--- src/rtl/eth_port_tx.sv ---
`timescale 1ns/1ps
// -----------------------------------------------------------------------------
// eth_port_tx
//   Store-and-forward transmit buffer for one switch egress port. Words from
//   the switch core are written into a circular buffer. A packet becomes
//   eligible for transmission only once its eop word has been stored. Broken
//   packets are discarded and counted in errCount. A broken packet is one cut
//   short by a new sop, or one too large to ever fit in the buffer.
//
// Ports
//   clk        single clock, all state changes on its rising edge
//   reset      asynchronous active-high reset
//   wrData     packet word from the switch core
//   wrSop      start-of-packet marker (qualified by wrValid)
//   wrEop      end-of-packet marker (qualified by wrValid)
//   wrValid    write word valid this cycle
//   wrReady    buffer accepts a word this cycle (transfer = wrValid & wrReady)
//   portStall  line-side backpressure
//   outData    transmitted word (registered)
//   outSop     first word of the outgoing packet (registered)
//   outEop     last word of the outgoing packet (registered)
//   outValid   outData/outSop/outEop valid this cycle (registered)
//   errCount   dropped-packet counter, saturates at 255
// -----------------------------------------------------------------------------
module eth_port_tx #(
  parameter int DEPTH = 16
) (
  input  logic        clk,
  input  logic        reset,
  input  logic [31:0] wrData,
  input  logic        wrSop,
  input  logic        wrEop,
  input  logic        wrValid,
  output logic        wrReady,
  input  logic        portStall,
  output logic [31:0] outData,
  output logic        outSop,
  output logic        outEop,
  output logic        outValid,
  output logic [7:0]  errCount
);

  localparam int AW = $clog2(DEPTH);
  // Pointers carry one extra wrap bit so that full and empty can be told apart.
  localparam int PW = AW + 1;
  localparam logic [PW-1:0] DEPTH_P = PW'(DEPTH);
  localparam logic [PW-1:0] PTR_ONE = PW'(1);

  localparam logic [1:0] WR_IDLE = 2'd0;
  localparam logic [1:0] WR_PKT  = 2'd1;
  localparam logic [1:0] WR_DROP = 2'd2;

  localparam logic [0:0] TX_IDLE = 1'b0;
  localparam logic [0:0] TX_SEND = 1'b1;

  // Each entry is {sop, eop, data}.
  logic [33:0]   mem [DEPTH];

  logic [1:0]    wrState, wrStateNext;
  logic [0:0]    txState;
  logic [PW-1:0] wrPtr, wrPtrNext;
  logic [PW-1:0] rdPtr;
  logic [PW-1:0] startPtr, startPtrNext;
  logic [PW-1:0] pktCount;
  logic [PW-1:0] occupancy;
  logic [PW-1:0] wrAddr;
  logic [33:0]   wrWord;
  logic [33:0]   rdWord;
  logic          full;
  logic          wrFire;
  logic          wrEn;
  logic          pktInc;
  logic          errInc;
  logic          popEn;
  logic          popEop;

  assign occupancy = wrPtr - rdPtr;
  assign full      = (occupancy == DEPTH_P);
  // While dropping an oversize packet, the remaining words are swallowed at
  // full rate. This lets the sender reach the eop without waiting on space.
  assign wrReady   = (wrState == WR_DROP) || !full;
  assign wrFire    = wrValid && wrReady;
  assign wrWord    = {wrSop, wrEop, wrData};

  assign rdWord    = mem[rdPtr[AW-1:0]];
  // In TX_SEND the rest of the current packet is already stored, so a pop
  // needs only the line to be free.
  assign popEn     = !portStall && ((txState == TX_SEND) || (pktCount != '0));
  assign popEop    = popEn && rdWord[32];

  // Write-side decisions: where the incoming word lands, and how the write
  // pointer moves. A discarded partial packet is rolled back to the start
  // pointer. The read side never touches an incomplete packet, so this
  // rollback can never cross the read pointer.
  always_comb begin
    wrStateNext  = wrState;
    wrPtrNext    = wrPtr;
    startPtrNext = startPtr;
    wrAddr       = wrPtr;
    wrEn         = 1'b0;
    pktInc       = 1'b0;
    errInc       = 1'b0;
    case (wrState)
      WR_IDLE, WR_DROP: begin
        if (wrFire) begin
          if (wrSop) begin
            wrEn         = 1'b1;
            wrAddr       = wrPtr;
            startPtrNext = wrPtr;
            wrPtrNext    = wrPtr + PTR_ONE;
            if (wrEop) begin
              pktInc      = 1'b1;
              wrStateNext = WR_IDLE;
            end else begin
              wrStateNext = WR_PKT;
            end
          end else if (wrState == WR_DROP && wrEop) begin
            wrStateNext = WR_IDLE;
          end
        end
      end
      WR_PKT: begin
        if (full && (pktCount == '0)) begin
          // The whole buffer holds one unfinished packet, so it can never
          // complete. Discard it and skip its remaining words.
          wrPtrNext   = startPtr;
          errInc      = 1'b1;
          wrStateNext = WR_DROP;
        end else if (wrFire) begin
          wrEn = 1'b1;
          if (wrSop) begin
            // A new sop cuts the current packet short. Rewind and start over
            // at the same slot.
            errInc    = 1'b1;
            wrAddr    = startPtr;
            wrPtrNext = startPtr + PTR_ONE;
          end else begin
            wrAddr    = wrPtr;
            wrPtrNext = wrPtr + PTR_ONE;
          end
          if (wrEop) begin
            pktInc      = 1'b1;
            wrStateNext = WR_IDLE;
          end
        end
      end
      default: begin
        wrStateNext = WR_IDLE;
      end
    endcase
  end

  // Write FSM, write pointer, packet start pointer and the saturating drop counter.
  always_ff @(posedge clk or posedge reset) begin
    if (reset) begin
      wrState  <= WR_IDLE;
      wrPtr    <= '0;
      startPtr <= '0;
      errCount <= 8'd0;
    end else begin
      wrState  <= wrStateNext;
      wrPtr    <= wrPtrNext;
      startPtr <= startPtrNext;
      if (errInc && (errCount != 8'hFF)) begin
        errCount <= errCount + 8'd1;
      end
    end
  end

  // Packet storage. The storage is not reset; stale contents are unreachable
  // because the read side only follows completed packets.
  always_ff @(posedge clk) begin
    if (wrEn) begin
      mem[wrAddr[AW-1:0]] <= wrWord;
    end
  end

  // Completed-packet count. A completion and a departure in the same cycle
  // cancel each other out.
  always_ff @(posedge clk or posedge reset) begin
    if (reset) begin
      pktCount <= '0;
    end else begin
      case ({pktInc, popEop})
        2'b10:   pktCount <= pktCount + PTR_ONE;
        2'b01:   pktCount <= pktCount - PTR_ONE;
        default: pktCount <= pktCount;
      endcase
    end
  end

  // Read FSM and registered line outputs. During a stall, outValid drops and
  // the last word is held on outData/outSop/outEop.
  always_ff @(posedge clk or posedge reset) begin
    if (reset) begin
      txState  <= TX_IDLE;
      rdPtr    <= '0;
      outData  <= 32'd0;
      outSop   <= 1'b0;
      outEop   <= 1'b0;
      outValid <= 1'b0;
    end else if (popEn) begin
      rdPtr    <= rdPtr + PTR_ONE;
      outData  <= rdWord[31:0];
      outSop   <= rdWord[33];
      outEop   <= rdWord[32];
      outValid <= 1'b1;
      txState  <= rdWord[32] ? TX_IDLE : TX_SEND;
    end else begin
      outValid <= 1'b0;
    end
  end

endmodule

--- config.mk ---
export PLATFORM = sky130hd
export DESIGN_NAME = eth_port_tx
export DESIGN_NICKNAME = d
export VERILOG_FILES = /design/src/rtl/eth_port_tx.sv
export SDC_FILE = /design/constraint.sdc
export NUM_CORES = 1
export LEC_CHECK = 0
export ABC_AREA = 1
export BUFFER_PORTS_ARGS = -buffer_cell sky130_fd_sc_hd__buf_2
export CORE_MARGIN = 4
export CORE_UTILIZATION = 60
export DETAILED_ROUTE_END_ITERATION = 6
export PLACE_DENSITY = 0.77
export SLEW_MARGIN = 20
export SYNTH_ARGS = -nofsm -noshare
export SYNTH_HDL_FRONTEND = slang
export SYNTH_SLANG_ARGS = --single-unit
--- constraint.sdc ---
create_clock -name clk -period 5 [get_ports clk]
set_clock_uncertainty 0.1 [all_clocks]
set_input_delay 0.75 -clock clk [delete_from_list [all_inputs] [get_ports clk]]
set_output_delay 0.75 -clock clk [all_outputs]
set_load 0.03 [all_outputs]
# After elaboration in Yosys (flattened, before gate mapping)
# Memory sizes are Yosys's and may differ from the RTL's.
# Cells that the tools add are included.
dict set report word_totals {
  register_bits 66
  ramBits 544
  input_bits 38
  out_inout_bits 44
  elab_cells 85
  mem_count 1
}
# memory depth word_bits read_ports rd_clocked_by_memory_dff wr line
set mem_list {}
lappend mem_list {mem 16 34 1 0 1 57} ;# logic [33:0] mem [DEPTH];
dict set report op_classes {
  add_sub_neg 7
  n_eq_ne 11
  muxes 36
  reduce_logical 19
}
# op count
set op_table {}
lappend op_table {{two-way mux 5 bit} 5}
lappend op_table {{adder 5 x 1 -> 5 bit, second input constant} 4}
lappend op_table {{one-hot mux 5 bit (2 select lines)} 2}
lappend op_table {{two-way mux 1 bit} 16}
lappend op_table {{two-way mux 4 bit} 4}
lappend op_table {{two-way mux 2 bit} 6}
lappend op_table {{!= test 3 bit, second input constant} 3}
lappend op_table {{adder 8 x 1 -> 8 bit, second input constant} 1}
lappend op_table {{!= test 8 bit, second input constant} 1}
lappend op_table {{AND reduction 4 bit} 2}
lappend op_table {{logical AND 1 bit} 6}
lappend op_table {{== test 5 bit, second input constant} 1}
lappend op_table {{logical NOT 5 bit} 1}
lappend op_table {{nonzero test 5 bit} 1}
lappend op_table {{subtractor 5 x 1 -> 5 bit, second input constant} 1}
lappend op_table {{subtractor 5 bit} 1}
lappend op_table {{== test 2 x 1 -> 1 bit, second input constant} 2}
lappend op_table {{== test 2 bit, second input constant} 2}
lappend op_table {{!= test 2 bit, second input constant} 2}
lappend op_table {{one-hot mux 1 bit (2 select lines)} 2}
lappend op_table {{one-hot mux 2 bit (2 select lines)} 1}
lappend op_table {{nonzero test 2 bit} 2}
lappend op_table {{AND reduction 3 bit} 1}
lappend op_table {{logical NOT 1 bit} 2}
lappend op_table {{other kinds (3)} 4}

# Logic depth before layout (Yosys ltp)
dict set report logic_depth {
  word_depth 10
  ltp_mapped 24
  ltp_nobuf 21
}

# Least setup slack after synthesis
# Ideal clock, no wire load.
dict set report synth_path {
  path_type {register to register}
  startpoint {reg rdPtr[1]}
  endpoint {mem mem[10][0], enable pin}
  setup_time_ns 0.425
  t_arrival_ns 3.579
  required_time_ns 4.475
  slack_ns 0.895
  path_stages_with_launch 16
  n_path_buf 4
  synth_period_minus_slack_ns 4.105
  path_cell_list {dfrtp_1 > buf_2 > inv_2 > buf_2 > clkbuf_1 > ha_1 > inv_2 > nand3b_1 > xor2_1 > nand2_4 > nand4_4 > buf_6 > nor2_1 > nor2_2 > nand2_1 > nor2_1}
}
dict set report synth_between {
  elab_chain_len 10
  word_cells_on_any_way 15
  cone_classes {add/sub: 1; eq/ne: 1; mux: 9; reduce/logical: 4}
}
# element line
set synth_rtl {}
lappend synth_rtl {{start: declaration} 62} ;# logic [PW-1:0] rdPtr;
lappend synth_rtl {{start signal: assignment} 203} ;# rdPtr <= rdPtr + PTR_ONE;
lappend synth_rtl {{subtractor 5 bit (*)} 77} ;# assign occupancy = wrPtr - rdPtr;
lappend synth_rtl {{== test 5 bit (*)} 78} ;# assign full = (occupancy == DEPTH_P);
lappend synth_rtl {{logical NOT 1 bit} 81} ;# assign wrReady = (wrState == WR_DROP) || !full;
lappend synth_rtl {{logical OR 1 bit} 81}
lappend synth_rtl {{logical AND 1 bit} 82} ;# assign wrFire = wrValid && wrReady;
lappend synth_rtl {{two-way mux 1 bit} 129} ;# end else if (wrFire) begin
lappend synth_rtl {{two-way mux 1 bit} 123} ;# if (full && (pktCount == '0)) begin
lappend synth_rtl {{one-hot mux 1 bit (2 select lines)} 103} ;# case (wrState)
lappend synth_rtl {{two-way mux 1 bit} 173} ;# if (wrEn) begin
lappend synth_rtl {{two-way mux 1 bit (implied by the code)} 174} ;# mem[wrAddr[AW-1:0]] <= wrWord;
lappend synth_rtl {{end: declaration} 57}
# Every way passes the cells marked *; elsewhere a longest branch is shown, timed or not.

# Final worst setup path
dict set report layout_path {
  startpoint {reg rdPtr[1]}
  endpoint {mem mem[1][1], enable pin}
}
# The elaborated chain is that of the path after synthesis.

==> impl_metrics.py <==
metrics = {
    "global_routing": {
        "grt_pass1_vias": 15500,
        "antenna_found_initial": 0,
        "grt.total_usage": 0.262,
        "grt_pass1_wl_um": 90000,
        "grt_start_max_net_pins": 248,
        "grt_overflow_total": 0,
    },
    "sta": {
        "final_max_slew_viol_count": 0,
        "max_freq_ghz": 0.246,
        "rsz0062_at_grt": "false",
        "period_minus_slack_ns": 4.07,
        "timing.slew.headroom": 0.264,
        "setup_tns_ns": 0,
        "post-route-period-util": 0.813,
        "hold_viol_final": 0,
        "tightest_slew_ns": 1.10,
        "setup_viol": 0,
    },
    "critical_path": {
        "end_kind": "flip-flop",
        "crit_arrival_ns": 4.28,
        "crit_path_start_kind": "flip-flop",
        "path_class": "flip-flop to flip-flop",
        "required_ns": 5.21,
        "crit_fanout": 47,
    },
    "logic_synthesis": {
        "ys_types": 47,
        "syn_avg_cell_area_um2": 13.1,
        "synth_xor_area_frac": 0.00575,
        "synth_top_area_share": 0.670,
        "syn_nets": 1920,
        "yosysWarnings": 0,
        "synth_top_family_by_area": "compound AO/OA/AOI/OAI gates",
        "ys_seq_area_frac": 0.737,
        "yosysTopAreaCell": "edfxtp_1",
        "syn_inst": 1869,
        "ys_ff_latch": 610,
        "synth_edf_count": 544,
        "synthFlopType": "edfxtp_1",
        "synthArstFlopShare": 0.108,
        "synthAdderAreaFrac": 0.00698,
        "synthSimpleGateAreaFrac": 0.0911,
        "synth_compound_area_frac": 0.127,
        "synth_area_um2": 24400,
        "synth_mux_area_frac": 0.000410,
        "yosys-top-cells-area": "edfxtp_1 (67%), dfrtp_1 (6.8%), o21ai_0 (5.8%)",
    },
    "cts": {
        "htree_levels": 2,
        "cts_setup_buffers": 0,
        "clk_latency_ns": 0.62,
        "cts_sinks": 610,
        "cts-root-buf": "clkbuf_16",
        "ctsResizeCount": 0,
        "cts_tree": "done",
        "path_clk_slew_ns": 0.07,
        "cts_buffers": 58,
        "clk_path_buf_depth": 3,
        "hold_buffers": 0,
    },
    "placed_design": {
        "place.detailed.hpwl_um": 31800,
        "portBuffers": 81,
        "gp_congestion": 0.875,
    },
    "status": {
        "outcome": "complete, no violations",
    },
    "layout": {
        "drive_gt1_frac": 0.124,
        "fin_util": 0.681,
        "area_growth_pct": 11.8,
        "fin_nets": 1971,
    },
    "drt": {
        "vias": 15900,
        "routed_via_density": 6.38,
        "drt_iter0_drc": 2138,
        "routed_wirelength_um": 58600,
        "wl_per_cell_um": 23.5,
        "drc": 0,
        "ant_nets": 0,
        "first_pass_iters": 5,
    },
    "pwr": {
        "p_sw_mw": 5.95,
        "intPower_mw": 10.1,
        "p_leak_nw": 9.23,
        "seq_power_share": 0.407,
        "ir_drop_uv": 548,
        "pwr_density_cell_nw_per_um2": 587,
        "p_comb_frac": 0.322,
        "pwr-share-clk": 0.271,
        "swShare": 0.372,
    },
    "floorplan": {
        "dieWidth_um": 210,
        "ios": 82,
        "start_util": 0.610,
        "die_h_um": 210,
        "die-area_um2": 43900,
        "core_area_um2": 40000,
        "std_cell_rows": 73,
    },
    "min_path": {
        "hp-class": "primary input to asynchronous set/reset pin",
    },
    "run": {
        "cap_violations": 0,
    },
}
## power groups by stage
stage	logic (mW)	registers (mW)	clock network (mW)
3_5_place_dp	5.06	6.60	0
5_1_grt	5.61	6.56	4.58
2_1_floorplan	3.31	6.74	0
3_3_place_gp	4.88	6.58	0
4_1_cts	5.10	6.50	4.37
6_report	5.15	6.51	4.34
## synthesized netlist by cell type, types with 4 or more instances
cell        n
o22ai_1    82
inv_2       8
buf_4       7
nor3_1      6
nand2_1   123
clkbuf_1   59
xor2_1     14
dfrtp_1    66
o211ai_1   13
o221ai_1   52
o21ai_0   284
nand3_1    48
buf_6       4
ha_1       12
edfxtp_1  544
buf_2      43
nand4_1     5
a21oi_1    39
o21ai_1    12
nor2_1    340
inv_1      30
a31oi_1    35
## worst paths after layout
path | from | end | slack [ns] | cells after the start
max | rdPtr[1]$_DFFE_PP0P_ | mem[1][1]$_DFFE_PP_ | 0.93 | 13
min | reset | outData[6]$_DFFE_PP0P_ | 0.12 | 2
max reg2reg | rdPtr[1]$_DFFE_PP0P_ | mem[1][1]$_DFFE_PP_ | 0.93 | 13
min reg2reg | outEop$_DFFE_PP0P_ | outEop$_DFFE_PP0P_ | 0.41 | 1
max in group asynchronous | reset | rdPtr[1]$_DFFE_PP0P_ | 3.63 | 3
min in group clk | outEop$_DFFE_PP0P_ | outEop$_DFFE_PP0P_ | 0.41 | 1
## kinds of logic after synthesis
family,count (synthesis)
compound gates,528
xor+xnor,16
fa+ha+maj,13
buf+inv,160
flops,610
mux,1
simple gates,541
## stage by stage
step / instance area (um2) / power (mW) / setup WS (ns) / hold slack [ns] / instances
after floorplan: 24400 / 10.0 / 0.895 / 0.389 / 1869
after global placement: 25400 / 11.5 / 0.943 / 0.387 / 2385
after detailed placement: 25400 / 11.7 / 0.889 / 0.403 / 2385
after CTS: 27300 / 16.0 / 0.969 / 0.132 / 2493
after global routing: 27300 / 16.8 / 0.741 / 0.161 / 2493
final: 27300 / 16.0 / 0.934 / 0.119 / 2494
## state kept, by name, summed over array words and instances, names as in the netlist
| register | cells |
|---|---|
| mem | 544 |
| rdPtr | 5 |
| wrState | 2 |
| outValid | 1 |
| outData | 32 |
| txState | 1 |
| startPtr | 5 |
| outEop | 1 |
| outSop | 1 |
| pktCount | 5 |
| wrPtr | 5 |
| errCount | 8 |
## area by class of cell
class,instances,area [um2]
Sequential cell,610,18000
Multi-Input combinational cell,1099,5760
Clock buffer,82,1620
Tap cell,525,657
Timing Repair Buffer,110,811
Antenna cell,1,2.50
Inverter,41,161
Clock inverter,26,249
Fill cell,2704,12700
## worst max-delay path, cell delays in order (launching register included)
cell and delay [ns]:
dfrtp_4 0.76, clkinv_2 0.14, ha_1 0.22, inv_2 0.06, nand3b_1 0.08, xor2_1 0.17, nand2_4 0.14, inv_2 0.04
nand2_2 0.07, nand3_1 0.25, nand2_1 0.29, nand3_1 0.38, nor2_4 0.75, buf_4 0.30
## placed cells by master (no fill, tap or decap), types with 4 or more instances in the layout
cell,instances
o21ai_0,284
nand3_1,48
o221ai_1,52
nor2_4,18
inv_1,28
buf_2,81
nand4_1,5
ha_1,12
dfrtp_1,63
inv_2,7
clkinv_1,13
buf_12,15
clkbuf_16,59
o22ai_1,82
buf_4,14
nor2_1,323
o211ai_1,13
clkbuf_8,6
inv_6,4
a21oi_1,39
edfxtp_1,544
a31oi_1,35
bufinv_16,4
clkbuf_1,17
nor3_1,6
o21ai_1,12
nand2_1,123
clkinv_2,8
xor2_1,14
## per-layer routing
metal	up-vias	global-route usage	wire, um
li1	7040	-	-
met3	140	0.0514	5930
met5	-	0	0
met1	7811	0.380	23200
met2	919	0.407	27800
met4	0	0.0855	1600
No activity file was read; power rests on OpenSTA's default activity.
